`src/rtl/game_pkg.sv`:
```
`default_nettype none
// ============================================================================
// Module      : game_pkg
// Description : Shared definitions for the ball game blocks. Holds the
//               ball state encoding, the default arena bounds and the
//               BCD digit geometry used by the score path.
// Revision    : 1.0 - initial release
// ============================================================================
package game_pkg;

    // Ball state machine encoding; this value is also driven on the state port.
    typedef enum logic [1:0] {
        ST_SERVE = 2'b00,
        ST_RUN   = 2'b01,
        ST_MISS  = 2'b10
    } state_t;

    // Default arena bounds, all inclusive, in pixels.
    localparam int unsigned c_X_MIN_DEF = 2;
    localparam int unsigned c_X_MAX_DEF = 762;
    localparam int unsigned c_Y_MIN_DEF = 36;
    localparam int unsigned c_Y_MAX_DEF = 562;

    // BCD score geometry.
    localparam int unsigned c_BCD_W      = 4;
    localparam int unsigned c_BCD_DIGITS = 4;

endpackage
`default_nettype wire

```
`src/rtl/bcd_counter4.sv`:
```
`default_nettype none
// ============================================================================
// Module      : bcd_counter4
// Description : Four-digit BCD counter that increments by one when i_inc is
//               high, rippling the carry through the digits. It stops at
//               9999 and never wraps.
// Ports       : clk     - system clock
//               rst     - asynchronous active-low reset, clears the count
//               i_inc   - increment request for this cycle
//               o_count - registered BCD count, digit 3 in [15:12]
// Revision    : 1.0 - initial release
// ============================================================================
module bcd_counter4
    import game_pkg::*;
(
    input  logic                              clk,
    input  logic                              rst,
    input  logic                              i_inc,
    output logic [c_BCD_DIGITS*c_BCD_W-1:0]   o_count
);

    localparam int unsigned c_W = c_BCD_DIGITS * c_BCD_W;

    logic [c_W-1:0] r_count;
    logic [c_W-1:0] w_next;
    logic           w_carry;
    logic           w_sat;

    // Ripple: each digit at 9 rolls to 0 and passes the carry upward. The
    // first digit below 9 absorbs the carry.
    always_comb begin
        w_next  = r_count;
        w_carry = 1'b1;
        for (int i = 0; i < int'(c_BCD_DIGITS); i++) begin
            if (w_carry) begin
                if (r_count[i*c_BCD_W +: c_BCD_W] == c_BCD_W'(9)) begin
                    w_next[i*c_BCD_W +: c_BCD_W] = '0;
                end else begin
                    w_next[i*c_BCD_W +: c_BCD_W] = r_count[i*c_BCD_W +: c_BCD_W] + 1'b1;
                    w_carry = 1'b0;
                end
            end
        end
    end

    assign w_sat = (r_count == {c_BCD_DIGITS{c_BCD_W'(9)}});

    always_ff @(posedge clk or negedge rst) begin
        if (!rst) begin
            r_count <= '0;
        end else if (i_inc && !w_sat) begin
            r_count <= w_next;
        end
    end

    assign o_count = r_count;

endmodule
`default_nettype wire

```
`src/rtl/ball_engine.sv`:
```
`default_nettype none
// ============================================================================
// Module      : ball_engine
// Description : Moves one ball inside a rectangular arena once per video
//               frame. The ball bounces off the left, right and top walls
//               and off a paddle on the bottom line. It also runs the
//               serve/run/miss sequence and keeps a saturating BCD score.
// Ports       : clk      - system clock
//               rst      - asynchronous active-low reset
//               frame    - frame marker (rising edge = one frame)
//               over     - freezes position, score and state while high
//               launch   - serve request, sampled only in SERVE
//               speed_x  - horizontal step, latched at serve (0 acts as 1)
//               speed_y  - vertical step, latched at serve (0 acts as 1)
//               paddle_x - left pixel of the paddle
//               x, y     - ball position
//               score    - 4-digit BCD score
//               miss     - one-cycle pulse when the ball passes the paddle
//               state    - 00 SERVE, 01 RUN, 10 MISS
// Revision    : 1.0 - initial release
// ============================================================================
module ball_engine
    import game_pkg::*;
#(
    parameter int unsigned X0       = 500,
    parameter int unsigned Y0       = 300,
    parameter int unsigned X_MIN    = c_X_MIN_DEF,
    parameter int unsigned X_MAX    = c_X_MAX_DEF,
    parameter int unsigned Y_MIN    = c_Y_MIN_DEF,
    parameter int unsigned Y_MAX    = c_Y_MAX_DEF,
    parameter int unsigned VW       = 3,
    parameter int unsigned PADDLE_W = 96
) (
    input  logic          clk,
    input  logic          rst,
    input  logic          frame,
    input  logic          over,
    input  logic          launch,
    input  logic [VW-1:0] speed_x,
    input  logic [VW-1:0] speed_y,
    input  logic [10:0]   paddle_x,
    output logic [10:0]   x,
    output logic [9:0]    y,
    output logic [15:0]   score,
    output logic          miss,
    output logic [1:0]    state
);

    // The 12-bit forms are used for the overshoot tests, so the sums of
    // position and step cannot wrap for any speed.
    localparam logic [10:0] c_X0       = 11'(X0);
    localparam logic [9:0]  c_Y0       = 10'(Y0);
    localparam logic [10:0] c_X_MIN11  = 11'(X_MIN);
    localparam logic [10:0] c_X_MAX11  = 11'(X_MAX);
    localparam logic [9:0]  c_Y_MIN10  = 10'(Y_MIN);
    localparam logic [9:0]  c_Y_MAX10  = 10'(Y_MAX);
    localparam logic [11:0] c_X_MIN12  = 12'(X_MIN);
    localparam logic [11:0] c_X_MAX12  = 12'(X_MAX);
    localparam logic [11:0] c_Y_MIN12  = 12'(Y_MIN);
    localparam logic [11:0] c_Y_MAX12  = 12'(Y_MAX);
    localparam logic [11:0] c_PW_M1    = 12'(PADDLE_W - 1);

    state_t        r_state, w_state_next;
    logic          r_frame_d;
    logic          r_tick;
    logic [10:0]   r_x, w_x_next, w_x_new;
    logic [9:0]    r_y, w_y_next, w_y_new;
    logic [VW-1:0] r_vx, w_vx_next;
    logic [VW-1:0] r_vy, w_vy_next;
    logic          r_dir_right, w_dir_right_next;
    logic          r_dir_up, w_dir_up_next;
    logic          r_miss, w_miss_next;
    logic          w_hit;
    logic          w_score_inc;
    logic          w_tick;
    logic [11:0]   w_vx12, w_vy12, w_px12;

    // A registered frame edge is consumed only when the game is not frozen.
    assign w_tick = r_tick && !over;
    assign w_vx12 = 12'(r_vx);
    assign w_vy12 = 12'(r_vy);
    assign w_px12 = {1'b0, paddle_x};

    always_comb begin
        w_state_next     = r_state;
        w_x_next         = r_x;
        w_y_next         = r_y;
        w_x_new          = r_x;
        w_y_new          = r_y;
        w_vx_next        = r_vx;
        w_vy_next        = r_vy;
        w_dir_right_next = r_dir_right;
        w_dir_up_next    = r_dir_up;
        w_miss_next      = 1'b0;
        w_hit            = 1'b0;
        w_score_inc      = 1'b0;

        case (r_state)
            ST_SERVE: begin
                w_x_next = c_X0;
                w_y_next = c_Y0;
                if (launch && !over) begin
                    w_vx_next        = (speed_x == '0) ? VW'(1) : speed_x;
                    w_vy_next        = (speed_y == '0) ? VW'(1) : speed_y;
                    w_dir_right_next = 1'b1;
                    w_dir_up_next    = 1'b1;
                    w_state_next     = ST_RUN;
                end
            end

            ST_RUN: begin
                if (w_tick) begin
                    if (r_dir_right) begin
                        if (({1'b0, r_x} + w_vx12) > c_X_MAX12) begin
                            w_x_new          = c_X_MAX11;
                            w_dir_right_next = 1'b0;
                            w_hit            = 1'b1;
                        end else begin
                            w_x_new = r_x + 11'(r_vx);
                        end
                    end else begin
                        if ({1'b0, r_x} < (c_X_MIN12 + w_vx12)) begin
                            w_x_new          = c_X_MIN11;
                            w_dir_right_next = 1'b1;
                            w_hit            = 1'b1;
                        end else begin
                            w_x_new = r_x - 11'(r_vx);
                        end
                    end

                    if (r_dir_up) begin
                        if ({2'b00, r_y} < (c_Y_MIN12 + w_vy12)) begin
                            w_y_new       = c_Y_MIN10;
                            w_dir_up_next = 1'b0;
                            w_hit         = 1'b1;
                        end else begin
                            w_y_new = r_y - 10'(r_vy);
                        end
                    end else begin
                        if (({2'b00, r_y} + w_vy12) > c_Y_MAX12) begin
                            // Bottom line: the paddle is tested against the
                            // horizontal position this same tick produces.
                            w_y_new = c_Y_MAX10;
                            if (({1'b0, w_x_new} >= w_px12) &&
                                ({1'b0, w_x_new} <= (w_px12 + c_PW_M1))) begin
                                w_dir_up_next = 1'b1;
                                w_hit         = 1'b1;
                            end else begin
                                w_miss_next  = 1'b1;
                                w_state_next = ST_MISS;
                            end
                        end else begin
                            w_y_new = r_y + 10'(r_vy);
                        end
                    end

                    w_x_next = w_x_new;
                    w_y_next = w_y_new;
                    // One point per tick however many walls were touched,
                    // and none on the tick the ball is lost.
                    w_score_inc = w_hit && !w_miss_next;
                end
            end

            ST_MISS: begin
                if (w_tick) begin
                    w_state_next = ST_SERVE;
                    w_x_next     = c_X0;
                    w_y_next     = c_Y0;
                end
            end

            default: begin
                w_state_next = ST_SERVE;
            end
        endcase
    end

    always_ff @(posedge clk or negedge rst) begin
        if (!rst) begin
            r_frame_d   <= 1'b0;
            r_tick      <= 1'b0;
            r_state     <= ST_SERVE;
            r_x         <= c_X0;
            r_y         <= c_Y0;
            r_vx        <= VW'(1);
            r_vy        <= VW'(1);
            r_dir_right <= 1'b1;
            r_dir_up    <= 1'b1;
            r_miss      <= 1'b0;
        end else begin
            // The edge detector runs regardless of over, so releasing over
            // while frame is already high does not produce a tick.
            r_frame_d   <= frame;
            r_tick      <= frame && !r_frame_d;
            r_state     <= w_state_next;
            r_x         <= w_x_next;
            r_y         <= w_y_next;
            r_vx        <= w_vx_next;
            r_vy        <= w_vy_next;
            r_dir_right <= w_dir_right_next;
            r_dir_up    <= w_dir_up_next;
            r_miss      <= w_miss_next;
        end
    end

    bcd_counter4 u_score (
        .clk     (clk),
        .rst     (rst),
        .i_inc   (w_score_inc),
        .o_count (score)
    );

    assign x     = r_x;
    assign y     = r_y;
    assign miss  = r_miss;
    assign state = r_state;

endmodule
`default_nettype wire

```
`config.mk`:
```
export PLATFORM = sky130hd
export DESIGN_NAME = ball_engine
export DESIGN_NICKNAME = d
export VERILOG_FILES = /design/src/rtl/game_pkg.sv /design/src/rtl/bcd_counter4.sv /design/src/rtl/ball_engine.sv
export SDC_FILE = /design/constraint.sdc
export NUM_CORES = 1
export LEC_CHECK = 0
export CAP_MARGIN = 20
export CORE_MARGIN = 3
export CORE_UTILIZATION = 50
export CTS_CLUSTER_SIZE = 10
export DETAILED_ROUTE_END_ITERATION = 8
export DONT_BUFFER_PORTS = 1
export GPL_ROUTABILITY_DRIVEN = 1
export PLACE_DENSITY_LB_ADDON = 0.1
export SYNTH_ARGS = -nofsm -noshare
export SYNTH_HDL_FRONTEND = slang
export SYNTH_SLANG_ARGS = --single-unit
```
`constraint.sdc`:
```
create_clock -name clk -period 5.4 [get_ports clk]
set_clock_uncertainty 0.1 [all_clocks]
set_input_delay 0.54 -clock clk [delete_from_list [all_inputs] [get_ports clk]]
set_output_delay 0.54 -clock clk [all_outputs]
set_load 0.01 [all_outputs]
```
==> flow_summary.toml, run 1 <==
[timing]
layout_worst_path_cycle_share = 0.9432
final.setup.tns_ns = 0
drv_slew = 0
hold_viol = 0
hold_ws_ns = 0.1539
tightestPinTransition_ns = 0.7290
setup_violations = 0
slew_headroom = 0.5140
max_freq_ghz = 0.1963
fin_crit_ns = 5.093
rsz0062_at_grt = "false"

[global_route]
grt-ovfl-total = 0
grt_pass1_vias = 3807
grt_pass1_wl_mm = 18.67
antenna_found_initial = 0
grtUsageTotal = 0.2266
grt_max_degree = 51

[placed_design]
portBuffers = 0
detailedPlacementHpwl_mm = 8.684
gp_congestion = 0.9085

[die]
die_x_um = 100.1
io_pins = 62
coreArea_mm2 = 0.008423
initial_core_util = 0.5254
die_area_mm2 = 0.01002
num_rows = 33
die_h_um = 100.1

[drt]
ant_nets = 0
wire_per_inst_um = 18.03
drcViolationCount = 0
drt_iter0_drc = 223
post_drt_via_cell_ratio = 6.264
first_pass_iters = 4
vias = 3965
wl_mm = 11.42

[worst_setup_path]
cp.arrival_ns = 5.19
crit_type = "reg2reg"
end_kind = "flop"
critPathRequiredTime_ns = 5.50
timing.critical_path.from_type = "flop"
regToRegSetupSlack_ns = 0.31
r2r-start = "x[2]"
reg2regPathDepth = 17
reg2reg_to = "u_score.o_count[5]"
critical_path.max_fanout = 9

[clock_tree]
clock_path_buffers = 2
clockRootBuffer = "clkbuf_8"
cts_tree = "yes"
clk_pin_slew_ns = 0.10
htreeDepth = 2
numCtsBuffers = 5
clk_latency_ns = 0.31
cts_sinks = 50

[synth]
yosysWarnings = 0
syn_inst = 518
ys.flop_type = "dfrtp_1"
synth_edf_count = 0
ys_types = 75
syn_nets = 583
seq_area_frac_synth = 0.2867
ys_async_sr_fraction = 1.000
ys_ff_latch = 50
avgSynthCellArea_um2 = 8.543
syn-cell-area_mm2 = 0.004425

[min_path]
hold_depth = 0
hp-class = "in2reg"
worstHoldStart = "frame"
min_to = "r_frame_d"

[layout]
syn_to_final_growth_pct = 9.217
antenna_cells = 0
drive_gt1_frac = 0.1212
mostFrequentLayoutCell = "nor2_1"
fin_nets = 592
final_cell_mix = "nor2_1, ha_1, inv_1"

[run]
max_cap_violations = 0

[outcome]
status = "finished, final reports clean"

[pwr]
powerDensity_mw_per_mm2 = 592.6
worst_ir_drop_vdd_mv = 0.2758
leakage_nw = 2.021
## stage by stage
step	worst slack, ns	util	cells	instance area (um^2)	total power, W
after floorplan	0.5314	-	518	4425	0.001882
after global placement	0.07766	0.5449	621	4589	0.002456
after detailed placement	0.01752	0.5449	621	4589	0.002489
after CTS	0.01701	0.5646	631	4756	0.002801
after global routing	0.003812	0.5738	633	4833	0.003129
final	0.3068	0.5738	633	4833	0.002864
## sequential cells by signal, summed over array words and instances, names as in the netlist
name             flops
r_dir_right          1
r_tick               1
y                   10
r_vy                 3
state                2
r_frame_d            1
x                   11
r_vx                 3
miss                 1
u_score.o_count     16
r_dir_up             1
## power by group
| group | total [W] | switching, W | leakage, nW | internal [W] |
|---|---|---|---|---|
| logic | 0.00184 | 0.00105 | 1.34 | 0.000791 |
| clock network | 0.000281 | 0.000129 | 0.0618 | 0.000152 |
| registers | 0.000738 | 0.000233 | 0.615 | 0.000505 |
| total | 0.00286 | 0.00142 | 2.02 | 0.00145 |
## layout make-up
class                   count  area (um^2)
fillers                   783         3590
multi-input cells         412         2997
flip-flops and latches     50         1269
repair buffers             20        172.7
inverters                  38        142.6
well taps                 105        131.4
clock buffers               6        82.58
clock inverters             2        38.79
## cells by family (layout without fill, tap and decap cells)
group / count (synthesis) / count (layout) / share of synthesized area
AND/OR/NAND/NOR: 181 / 181 / 0.2143
XOR/XNOR: 22 / 22 / 0.04354
adder cells (fa/ha/maj): 43 / 43 / 0.1284
flip-flops: 50 / 50 / 0.2867
buffers and inverters: 57 / 66 / 0.05513
multiplexers: 6 / 6 / 0.01470
AO/OA/AOI/OAI: 159 / 160 / 0.2573
## synth_stat cells, types with 8 or more instances
master | instances | area, um^2
nor2_1 | 46 | 172.7
dfstp_2 | 14 | 367.9
clkbuf_1 | 12 | 45.04
a21oi_1 | 31 | 155.2
nand4_1 | 8 | 50.05
inv_1 | 38 | 142.6
and3_1 | 9 | 56.30
nand2_1 | 35 | 131.4
nand3_1 | 17 | 85.08
ha_1 | 39 | 488.0
nor2b_1 | 13 | 81.33
nor3_1 | 9 | 45.04
nand2b_1 | 10 | 62.56
dfrtp_1 | 36 | 900.9
o21ai_0 | 24 | 120.1
or3_1 | 8 | 50.05
xnor2_1 | 20 | 175.2
## timing repair
item | in CTS | in global routing
resized for setup | 1 | 10
hold buffers | 2 | 0
hold endpoints to repair | 50 | 0
endpoints found under the setup margin | 1 | 16
pin swaps | 0 | 2
gates cloned | 0 | 1
buffers inserted | 0 | 1
## worst max-delay path: stages (launching register included)
cell and delay (ns):
dfstp_2 0.62, ha_1 0.34, and2b_1 0.26, a211oi_4 0.34, and3_4 0.27, a221oi_2 0.08, o21ai_2 0.28, buf_4 0.22
o221ai_1 0.11, a21oi_1 0.36, ha_1 0.33, a21oi_1 0.20, a21oi_1 0.12, a2111oi_2 0.40, o32ai_4 0.20, a21oi_4 0.26
nand3_1 0.13, mux2_1 0.35
## worst max-delay path by stage
| stage | start | end | cells past startpoint |
|---|---|---|---|
| finish | x[2] | u_score.o_count[5] | 17 |
| detailed placement | x[0] | u_score.o_count[3] | 19 |
| floorplan | x[0] | u_score.o_count[6] | 19 |
| global route | r_vx[0] | u_score.o_count[5] | 18 |
| CTS | x[2] | u_score.o_count[5] | 17 |
| global placement | x[2] | u_score.o_count[3] | 18 |
## metal layers
metal	part of all wire	wire (um)	GRT usage
met4	0.017	189	0.06114
met5	0	0	0
met3	0.064	728	0.04170
met2	0.49	5564	0.3740
met1	0.43	4933	0.3068
Power figures use the tool's default switching activity.
==> run 2: changes to the inputs <==
--- a/config.mk
+++ b/config.mk
@@ -7,7 +7,7 @@
 export LEC_CHECK = 0
 export CAP_MARGIN = 20
 export CORE_MARGIN = 3
-export CORE_UTILIZATION = 50
+export CORE_UTILIZATION = 35
 export CTS_CLUSTER_SIZE = 10
 export DETAILED_ROUTE_END_ITERATION = 8
 export DONT_BUFFER_PORTS = 1
==> run 2 against run 1 <==
  * Maximum frequency is 0.65% higher
  * Global-route usage decreased by 4.9 points
  * Non-clock buffer count fell by 6
  * Critical path type unchanged
  * Critical endpoint unchanged
==> flow_summary.toml, run 2 (synthesis results as in run 1) <==
[layout]
mostFrequentLayoutCell = "nor2_1"
syn_to_final_growth_pct = 10.52
utilization = 0.4022
instances_no_fill = 689
antenna_cells = 0
fillers = 1252
drive_gt1_frac = 0.1152
final_cell_mix = "nor2_1, ha_1, inv_1"
fin_nets = 585
largest_register_ffs = 16

[clock_tree]
clockRootBuffer = "clkbuf_16"
clk_latency_ns = 0.29
numCtsBuffers = 5
htreeDepth = 2
clk_pin_slew_ns = 0.07
cts_sinks = 50
clock_path_buffers = 2
cts_setup_buffers = 0
cts_tree = "yes"

[drt]
vias = 3980
drt_iter0_drc = 230
drcViolationCount = 0
wire_per_inst_um = 18.19
ant_nets = 0
wl_mm = 12.53
post_drt_via_cell_ratio = 5.776
first_pass_iters = 6

[worst_setup_path]
crit_type = "reg2reg"
timing.critical_path.from_type = "flop"
critical_path.cell_chain = "ha_1 -> fa_1 -> nor2b_2 -> or3_1 -> a41o_1 -> a31oi_2 -> o21ai_2 -> o221ai_1 -> a21oi_1 -> ha_1 -> nand3_1 -> or3_1 -> a21oi_1 -> a2111oi_2 -> o32ai_2 -> a21oi_2 -> buf_12 -> nand3_1 -> mux2_1"
cp.arrival_ns = 5.14
cpLargestDelayFamily = "compound AO/OA/AOI/OAI gates"
end_kind = "flop"
regToRegSetupSlack_ns = 0.34
cp.buffers_inverters = 1
reg2regPathDepth = 19
cp.depth = 19
cp_slowest_cell = "o32ai_2"
critical_path.max_fanout = 16
critPathRequiredTime_ns = 5.48
critical_path.max_stage_delay_ns = 0.48

[timing]
tightestPinTransition_ns = 0.8513
hold_ws_ns = 0.0003514
setup_violations = 0
fin_crit_ns = 5.060
final.setup.tns_ns = 0
drv_slew = 0
rsz0062_at_grt = "false"
slew_headroom = 0.4324
max_freq_ghz = 0.1976
hold_viol = 0
layout_worst_path_cycle_share = 0.9371

[pwr]
leakage_nw = 2.014
powerDensity_mw_per_mm2 = 596.2
worst_ir_drop_vdd_mv = 0.2987

[global_route]
grt_pass1_vias = 3943
antenna_found_initial = 0
grt_pass1_wl_mm = 20.63
grt_max_degree = 51
grtUsageTotal = 0.1781
grt-ovfl-total = 0

[die]
coreArea_mm2 = 0.01216
die_area_mm2 = 0.01403
num_rows = 40
io_pins = 62
initial_core_util = 0.3639
die_x_um = 118.4
die_h_um = 118.4

[run]
max_cap_violations = 0

[min_path]
hp-class = "in2async"

[outcome]
status = "finished, final reports clean"

[placed_design]
detailedPlacementHpwl_mm = 9.430
portBuffers = 0
gp_congestion = 0.8916
place_inst = 680
run 2: stage by stage:
stage	power, W	area (um^2)	setup slack [ns]
finish	0.002916	4891	0.3397
global route	0.003193	4891	0.02473
floorplan	0.001882	4425	0.5314
detailed placement	0.002482	4651	0.05042
global placement	0.002473	4651	0.1771
CTS	0.002876	4847	0.02651
run 2: routing by layer:
metal,track usage,share of wire,up-vias
met3,0.03301,0.045,16
li1,-,-,1918
met1,0.2306,0.44,1945
met4,0.04562,0.018,0
met5,0,0,-
met2,0.3062,0.50,101
run 2: power breakdown:
part | leakage (nW) | switching, W | internal [W]
sequential | 0.615 | 0.000247 | 0.000505
combinational | 1.32 | 0.00103 | 0.000762
clock | 0.0842 | 0.000147 | 0.000220
total | 2.01 | 0.00143 | 0.00149
run 2: timing repair:
item                       in CTS  in global routing
setup endpoints to repair       0                 17
hold buffers                    1                  0
gates resized for setup         0                  9
hold endpoints to repair       50                  0
run 2: path summary, 6_finish.rpt:
path / start / endpoint
worst max-delay path: x[0] / u_score.o_count[5]
worst min register to register: r_frame_d / r_tick
min in group clk: frame / r_frame_d
max in group asynchronous: rst / x[2]
worst min-delay path: rst / u_score.o_count[9]
worst max register to register: x[0] / u_score.o_count[5]
run 2: area by class of cell:
cell class / count / area (um^2) / area share
multi-input combinational: 411 / 2963 / 0.6058
sequential: 50 / 1269 / 0.2594
tap: 168 / 210.2 / 0.04298
inverter: 38 / 142.6 / 0.02916
timing repair buffer: 14 / 137.6 / 0.02814
clock buffer: 5 / 125.1 / 0.02558
clock inverter: 3 / 43.79 / 0.008954
==> edit: new RTL, settings of run 2 <==
Change the parameter `VW` from 3 to 2.
--- a/src/rtl/ball_engine.sv
+++ b/src/rtl/ball_engine.sv
@@ -30,3 +30,3 @@
     parameter int unsigned Y_MAX    = c_Y_MAX_DEF,
-    parameter int unsigned VW       = 3,
+    parameter int unsigned VW       = 2,
     parameter int unsigned PADDLE_W = 96
Interface: changed (resized speed_x and speed_y); port bits go from 62 to 60. The function was not compared with the original's and may differ.
==> edit against run 2 <==
  * Sequential power down 7.2%
  * Combinational power decreased by 27%
  * Total power down 19%
  * Cell area decreased by 4.1%
  * Worst setup slack better by 69 ps
  * Via count fell by 6.0%
  * Utilization shrank 0.15 points
  * Area after synthesis fell by 2.7%
  * Routed wire length shrank 3.9%
  * Sequential cell count shrank 2
  * Critical endpoint is now u_score.o_count[13]$_DFFE_PN0P_
  * Highest routed layer unchanged
==> edit: results <==
metrics = {
    "clock_network": {
        "numCtsBuffers": 5,
        "clkTransAtPathRegs_ps": 70,
        "cts.htree.levels": 2,
        "cts_root_buffer": "clkbuf_16",
        "clkLatencyLatePin_ps": 290,
        "clk_path_buf_depth": 2,
    },
    "placed_design": {
        "pre_cts_ws_ps": 177,
        "dp_hpwl_mm": 9.17,
        "placed_area_um2": 4470,
        "place_congestion": 0.830,
        "dp_cells": 635,
        "portBuffers": 0,
    },
    "timing": {
        "worst_pin_slew_ps": 773,
        "finalCritPeriodShare_pct": 92.4,
        "whs_ps": 169,
    },
    "logic_synthesis": {
        "synth_cells": 503,
        "synth_cell_types": 75,
        "synth_commonest_cells": "nand2_1, nor2_1, inv_1",
        "synthTopCellsByArea": "dfrtp_1, ha_1, dfstp_2",
        "ys_warn_count": 0,
        "synth-async-reset-ratio_pct": 100,
        "syn_nets": 559,
        "ys_seq_area_share_pct": 28.3,
    },
    "worst_setup_path": {
        "cp_top_family": "compound AO/OA/AOI/OAI gates",
        "crit_fanout": 9,
        "rrSetupSlack_ps": 410,
        "cp_slowest_stage_delay_ps": 470,
        "slowest_stage": "fa_1",
        "startpoint_type": "flop",
        "cp_data_arrival_time_ps": 5070,
    },
    "global_route": {
        "grt_pass1_vias": 3658,
        "grt.total_usage_pct": 18.0,
        "grt_pass1_wl_mm": 19.3,
        "antenna_found_initial": 0,
        "grt_max_degree": 49,
        "use_met2_pct": 32.0,
        "met1_usage_pct": 22.3,
        "met3_usage_pct": 3.91,
    },
    "pwr": {
        "power.share.clock_pct": 15.4,
        "p_sw_uw": 1120,
        "ir_drop_v": 0.000181,
        "p_seq_share_pct": 29.4,
        "leakagePower_uw": 0.00202,
    },
    "layout": {
        "n_fill_cell": 1213,
        "drive_gt1_share_pct": 11.9,
        "largest_reg_flops": 16,
        "n_antenna_cell": 0,
    },
    "detailed_routing": {
        "wire_per_inst_um": 18.7,
        "drt_iter0_markers": 181,
        "first_pass_iters": 4,
        "wirelength_mm": 12.0,
        "vias_per_cell": 5.79,
    },
    "min_path": {
        "hp-class": "input pin to flop",
    },
    "status": {
        "status": "finished clean",
    },
}
[edit: cells by family after synthesis]
kind of cell | Yosys count | synth area share (%)
AO/OA/AOI/OAI | 151 | 26.0
XOR/XNOR | 30 | 6.10
adder cells (fa/ha/maj) | 36 | 11.2
buffers and inverters | 59 | 5.87
flip-flops | 48 | 28.3
multiplexers | 7 | 1.92
AND/OR/NAND/NOR | 172 | 20.7
[edit: per-layer routing]
metal | up-vias | wire length (um)
li1 | 1852 | -
met1 | 1815 | 5190
met2 | 64 | 6170
met3 | 10 | 571
met4 | 0 | 114
met5 | - | 0
[edit: repair_timing]
item / CTS / global route
setup endpoints to repair: 0 / 16
hold buffers: 1 / 1
setup buffers: 0 / 0
gates resized for setup: 0 / 3
hold endpoints to repair: 48 / 8
[edit: layout make-up]
cell class | count | share of cell area, %
clock buffers | 6 | 2.75
flip-flops and latches | 48 | 26.0
inverters | 35 | 2.80
well taps | 143 | 3.81
multi-input cells | 396 | 60.9
clock inverters | 2 | 0.747
repair buffers | 16 | 3.04
[edit: worst paths after layout]
kind	startpoint	endpoint	cells after the start
worst max-delay path	x[0]$_DFFE_PN0P_	u_score.o_count[13]$_DFFE_PN0P_	18
worst min-delay path	frame	r_frame_d$_DFF_PN0_	0
worst max register to register	x[0]$_DFFE_PN0P_	u_score.o_count[13]$_DFFE_PN0P_	18
worst min register to register	r_frame_d$_DFF_PN0_	r_tick$_DFF_PN0_	1
max in group asynchronous	rst	y[2]$_DFFE_PN1P_	2
min in group asynchronous	rst	miss$_DFF_PN0_	2
[edit: stage by stage]
step / utilization [%] / power (uW)
final: 40.1 / 2370
after global routing: 40.1 / 2600
after CTS: 39.8 / 2380
after detailed placement: 38.2 / 1990
after global placement: 38.2 / 1980
after floorplan: - / 1630
